--- src/rtl/or_reduce_pipe_if.sv ---
// Bus bundle for or_reduce_pipe: data vector with valid, clock enable, sticky clear,
// and the reduced result with its valid and sticky flag.
interface or_reduce_pipe_if #(
  parameter int WIDTH = 3
);
  logic             CE;
  logic [WIDTH-1:0] I;
  logic             IV;
  logic             SCLR;
  logic             O;
  logic             OV;
  logic             S;

  modport master (
    output CE, I, IV, SCLR,
    input  O, OV, S
  );

  modport slave (
    input  CE, I, IV, SCLR,
    output O, OV, S
  );
endinterface

--- src/rtl/or_reduce_pipe.sv ---
// Masked-inversion OR/NOR reduction tree, pipelined FAN inputs per node; latency STAGES enabled cycles.
// No backpressure: CE=0 freezes every data/valid register, sticky S still clearable by SCLR.
module or_reduce_pipe #(
  parameter int               WIDTH    = 3,
  parameter int               FAN      = 4,
  parameter logic [WIDTH-1:0] INV_MASK = '1,
  parameter bit               INV_OUT  = 1'b0
) (
  input logic           C,
  input logic           R,
  or_reduce_pipe_if.slave bus
);

  function automatic int lvl_n(input int j);
    int n;
    n = WIDTH;
    for (int s = 0; s < j; s++) n = (n + FAN - 1) / FAN;
    return n;
  endfunction

  // At least one stage even when WIDTH=1, so the output is always registered.
  function automatic int num_stages();
    int n;
    int st;
    n  = WIDTH;
    st = 0;
    while (st == 0 || n > 1) begin
      n  = (n + FAN - 1) / FAN;
      st = st + 1;
    end
    return st;
  endfunction

  localparam int STAGES = num_stages();

  logic [WIDTH-1:0] x;
  logic             s_q;

  assign x = bus.I ^ INV_MASK;

  for (genvar j = 0; j < STAGES; j++) begin : g_stg
    localparam int NI = lvl_n(j);
    localparam int NO = lvl_n(j + 1);

    logic [NI-1:0]     src;
    logic              src_v;
    logic [NO*FAN-1:0] pad;
    logic [NO-1:0]     d;
    logic [NO-1:0]     q;
    logic              v;

    if (j == 0) begin : g_in
      assign src   = x;
      assign src_v = bus.IV;
    end else begin : g_chain
      assign src   = g_stg[j-1].q;
      assign src_v = g_stg[j-1].v;
    end

    // Zero-pad the last node's missing inputs so every node sees exactly FAN bits.
    always_comb begin
      pad          = '0;
      pad[NI-1:0]  = src;
    end

    always_comb begin
      d = '0;
      for (int m = 0; m < NO; m++) d[m] = |pad[m*FAN +: FAN];
    end

    always_ff @(posedge C) begin
      if (R) begin
        q <= '0;
        v <= 1'b0;
      end else if (bus.CE) begin
        q <= d;
        v <= src_v;
      end
    end
  end

  assign bus.O  = g_stg[STAGES-1].q[0] ^ INV_OUT;
  assign bus.OV = g_stg[STAGES-1].v;
  assign bus.S  = s_q;

  // Set has priority over clear so an alarm coinciding with SCLR is never lost.
  always_ff @(posedge C) begin
    if (R) begin
      s_q <= 1'b0;
    end else if (bus.CE && bus.OV && bus.O) begin
      s_q <= 1'b1;
    end else if (bus.SCLR) begin
      s_q <= 1'b0;
    end
  end

endmodule

--- src/flat_wrapper.sv ---
// flat-port wrapper written by rule: the top's interface ports become plain ports
module or_reduce_pipe_flat 
#(
  parameter int               WIDTH    = 3,
  parameter int               FAN      = 4,
  parameter logic [WIDTH-1:0] INV_MASK = '1,
  parameter bit               INV_OUT  = 1'b0
)
  (C, R, bus_CE, bus_I, bus_IV, bus_SCLR, bus_O, bus_OV, bus_S);
  or_reduce_pipe_if #(.WIDTH(WIDTH)) bus_i ();
  input logic C;
  input logic R;
  input wire logic [$bits(bus_i.CE)-1:0] bus_CE;
  input wire logic [$bits(bus_i.I)-1:0] bus_I;
  input wire logic [$bits(bus_i.IV)-1:0] bus_IV;
  input wire logic [$bits(bus_i.SCLR)-1:0] bus_SCLR;
  output wire logic [$bits(bus_i.O)-1:0] bus_O;
  output wire logic [$bits(bus_i.OV)-1:0] bus_OV;
  output wire logic [$bits(bus_i.S)-1:0] bus_S;
  assign bus_i.CE = bus_CE;
  assign bus_i.I = bus_I;
  assign bus_i.IV = bus_IV;
  assign bus_i.SCLR = bus_SCLR;
  assign bus_O = bus_i.O;
  assign bus_OV = bus_i.OV;
  assign bus_S = bus_i.S;
  or_reduce_pipe #(.WIDTH(WIDTH), .FAN(FAN), .INV_MASK(INV_MASK), .INV_OUT(INV_OUT)) u_core (.C(C), .R(R), .bus(bus_i));
endmodule
--- config.mk ---
export PLATFORM = sky130hd
export DESIGN_NAME = or_reduce_pipe_flat
export DESIGN_NICKNAME = d
export VERILOG_FILES = /design/src/rtl/or_reduce_pipe_if.sv /design/src/rtl/or_reduce_pipe.sv /design/src/flat_wrapper.sv
export SDC_FILE = /design/constraint.sdc
export NUM_CORES = 1
export LEC_CHECK = 0
export CELL_PAD_IN_SITES_DETAIL_PLACEMENT = 2
export CELL_PAD_IN_SITES_GLOBAL_PLACEMENT = 2
export CORE_AREA = 2 2 39 41
export DETAILED_ROUTE_END_ITERATION = 7
export DIE_AREA = 0 0 41 43
export PLACE_DENSITY = 0.56
export SLEW_MARGIN = 5
export SYNTH_ARGS = -nofsm -noshare
export SYNTH_HDL_FRONTEND = slang
export SYNTH_SLANG_ARGS = --single-unit
--- constraint.sdc ---
create_clock -name C -period 1.8 [get_ports C]
set_input_delay 0.36 -clock C [delete_from_list [all_inputs] [get_ports C]]
set_output_delay 0.36 -clock C [all_outputs]
set_load 0.1 [all_outputs]
* Word-level counts from Yosys, hierarchy flattened *
Index checks and enable logic that the tools add are counted.

storage, ports and cells
  input bits = 8
  memory bits (writable) = 0
  ROM bits = 0
  flip-flop bits (word level) = 3
  word-level logic and storage cells = 10
  latch bits = 0
  output and inout bits = 3
  memories kept = 0

operators by class
  multipliers = 0
  shift operators = 0
  mux-type cells = 2
  magnitude comparators = 0
  $add $sub $neg = 0
  reduce and logical (&&, ||, !) cells = 4
  divide/modulo/power cells = 0
  equality and inequality tests = 0
  bitwise gates (word level) = 1

operators with widths
  operator             count
  $not A3 Y3           1
  $reduce_or A3 Y1     1
  $logic_and A1 B1 Y1  2
  $mux W1              2
  $reduce_bool A2 Y1   1

* Logic depth before layout (Yosys ltp) *
  depth after elaboration = 3
  depth in mapped cells = 2

* Worst setup path after synthesis *
OpenSTA, ideal clock, no wires.

  path type = reg-to-reg
  from = reg u_core.bus.O (netlist name)
  to = reg u_core.g_stg[0].q (netlist: u_core.bus.O)
  cell stages (with the launch flop) = 3
  arrival = 1.257 ns
  path slack = 0.463 ns
  period minus slack after synthesis = 1.337 ns
  path through = dfxtp_1 > o21bai_1 > a41oi_1

RTL lines
  item                    line                  RTL
  end signal: assignment  or_reduce_pipe.sv:73  q <= '0;
  end signal: assignment  or_reduce_pipe.sv:76  q <= d;
  end: declaration        or_reduce_pipe.sv:49  logic [NO-1:0] q;

* Worst setup path in the final report *
  from = reg u_core.g_stg[0].v (netlist: u_core.bus.OV)
  to = out bus_OV

RTL lines
  item                      line                  RTL
  start: declaration        or_reduce_pipe.sv:50  logic v;
  start signal: assignment  or_reduce_pipe.sv:77  v <= src_v;
  end: declaration          flat_wrapper.sv:18    output wire logic [$bits(bus_i.OV)-1:0] bus_OV;

No word-level cell between the ends.

==> results.ini <==
[status]
status=completed

[yosys]
synthesis.area_um2=106
synth_nets=18
synthTopCellsByArea=dfxtp_1 (56%), mux2i_1 (9.4%), a41oi_1 (8.2%)
synth_area_leader_cell=dfxtp_1
ys_ff_latch=3
ys_seq_area_share_pct=56.5
synth_warnings=0
synth_cell_types=8
syn_avg_cell_area_um2=10.6
synth.top_cell.area_share_pct=56.5
synthCells=10

[global_route]
grt_pass1_vias=156
grt_pass1_wl_um=558
grt_max_degree=5
grt_usage_pct=5.72
grt_antenna_before_repair=0
overflow=0

[detailed_routing]
drt_iter0_drc=1
routed_wl_um=387
vias=140
drtPass1Iterations=2
remaining_drc_errors=0
wl_per_cell_um=9.68
via_per_inst=3.50
ant_nets=0

[clock_tree]
cts_resized=0
root_buffer=clkbuf_4
cts_buffers=3
cts_sinks=3
ctsHtreeMaxLevel=1
cts_setup_buffers=0
clk_latency_ns=0.24
cts_buffer_depth=2
cts_tree=yes
clk_pin_slew_worst_paths_ns=0.04
holdBufCountCts=0

[layout]
antenna_cells=0
fillCellCount=159
nNetsFinal=33
final_layout_size_suffix_gt1_share_pct=25.0
multi_input_area_um2=46.3
final-seq-area_um2=60.1
syn_to_final_growth_pct=166
stdcell_count=40

[setup_path]
path_class=reg -> out
cp_top_family=flip-flops
crit_path_max_fanout=3
cp.arrival_ns=0.83
cp_num_buf_inv=1
critPathRequiredTime_ns=1.44
startpoint_type=flop
crit_path_cell_trace=buf_12
crit_slowest_cell=dfxtp_1
crit_path_max_incr_delay_ns=0.40
end_kind=output pin

[floorplan]
die_area_um2=1760
die_w_um=41
fp.dieH_um=43
core_area_um2=1380
ioPinCount=11
row_count=14
initial_utilization_pct=7.69

[sta]
relSlewSlack_pct=87.6
finalSetupViolCount=0
tightest_slew_ns=0.185
max_freq_mhz=838
period_needed_ns=1.19
setup_tns_ns=0
rsz0062_at_grt=false
skew_ns=0.00265
fin_hold_ws_ns=0.514
finalMaxSlewViolations=0
post-route-period-util_pct=66.3
hold_viol=0

[placement]
place_inst=36
gp_congestion=0.539
portBuffers=10

[pwr]
irDropWorstVdd_mv=0.254
power_density_nw_per_um2=902
leakagePower_nw=0.108

[min_path]
hp-class=reg -> reg

[flow_run]
max-cap-violations=0

-- state kept, by name (all words and copies together), names as in the netlist --
signal / count
u_core.bus.OV: 1
u_core.bus.S: 1
u_core.bus.O: 1
-- layout make-up --
type	count	area share, %
tap	16	7.08
timing repair buffer	10	46.0
sequential	3	21.2
multi-input combinational	7	16.4
clock buffer	4	9.29
-- path summary, 6_finish.rpt --
kind | endpoint | cells after the start | start | slack (ns)
setup / recovery | bus_OV | 1 | u_core.bus.OV | 0.61
hold / removal | u_core.bus.S | 2 | u_core.bus.S | 0.51
setup reg to reg | u_core.bus.O | 2 | u_core.bus.O | 1.07
hold reg to reg | u_core.bus.S | 2 | u_core.bus.S | 0.51
-- layer usage --
layer  GRT usage (%)  share of wire (%)  vias up
met4            8.00                5.4        0
met5               0                  0        -
met2            6.56                 38       13
met3            5.24                 20        2
li1                -                  -       65
met1            4.50                 36       60
-- report_power, final --
| group | internal, mW | total, mW | switching, mW |
|---|---|---|---|
| clock network | 0.0832 | 0.120 | 0.0370 |
| registers | 0.0703 | 0.0746 | 0.00431 |
| logic | 0.0289 | 0.0603 | 0.0314 |
| total | 0.182 | 0.255 | 0.0727 |
-- layout by cell type (no fill, tap or decap) --
cell / synthesis / final
clkdlybuf4s50_1: 0 / 7
clkbuf_4: 0 / 3
buf_12: 0 / 3
dfxtp_1: 3 / 3
nand2b_1: 1 / 1
nand3_1: 1 / 1
a21oi_1: 1 / 1
mux2i_1: 1 / 1
nor2_1: 1 / 1
o21bai_1: 1 / 1
a41oi_1: 1 / 1
clkbuf_1: 0 / 1
-- worst min-delay path, cell delays in order, from the launching register on --
cell and delay, ns:
dfxtp_1 0.33, nand2b_1 0.08, a21oi_1 0.05
-- metrics by stage --
stage | worst slack (ns) | instance area (um^2) | util (%) | power, mW
6_report | 0.606 | 283 | 20.4 | 0.255
5_1_grt | 0.566 | 283 | 20.4 | 0.268
4_1_cts | 0.591 | 283 | 20.4 | 0.259
3_5_place_dp | 0.494 | 256 | 18.5 | 0.136
3_3_place_gp | 0.553 | 256 | 18.5 | 0.135
2_1_floorplan | 0.463 | 106 | - | 0.102
-- Yosys cell counts --
cell type and number:
a41oi_1 1, mux2i_1 1, o21bai_1 1, nand3_1 1, dfxtp_1 3, a21oi_1 1
nand2b_1 1, nor2_1 1
-- kinds of logic (layout without fill, tap and decap cells) --
kind of cell	after synthesis	after routing	share of synthesized area, %
mux	1	1	9.41
flops	3	3	56.5
simple gates	3	3	14.1
buf+inv	0	14	0
compound gates	3	3	20.0
Note: power is estimated with default switching activity, not from simulation.
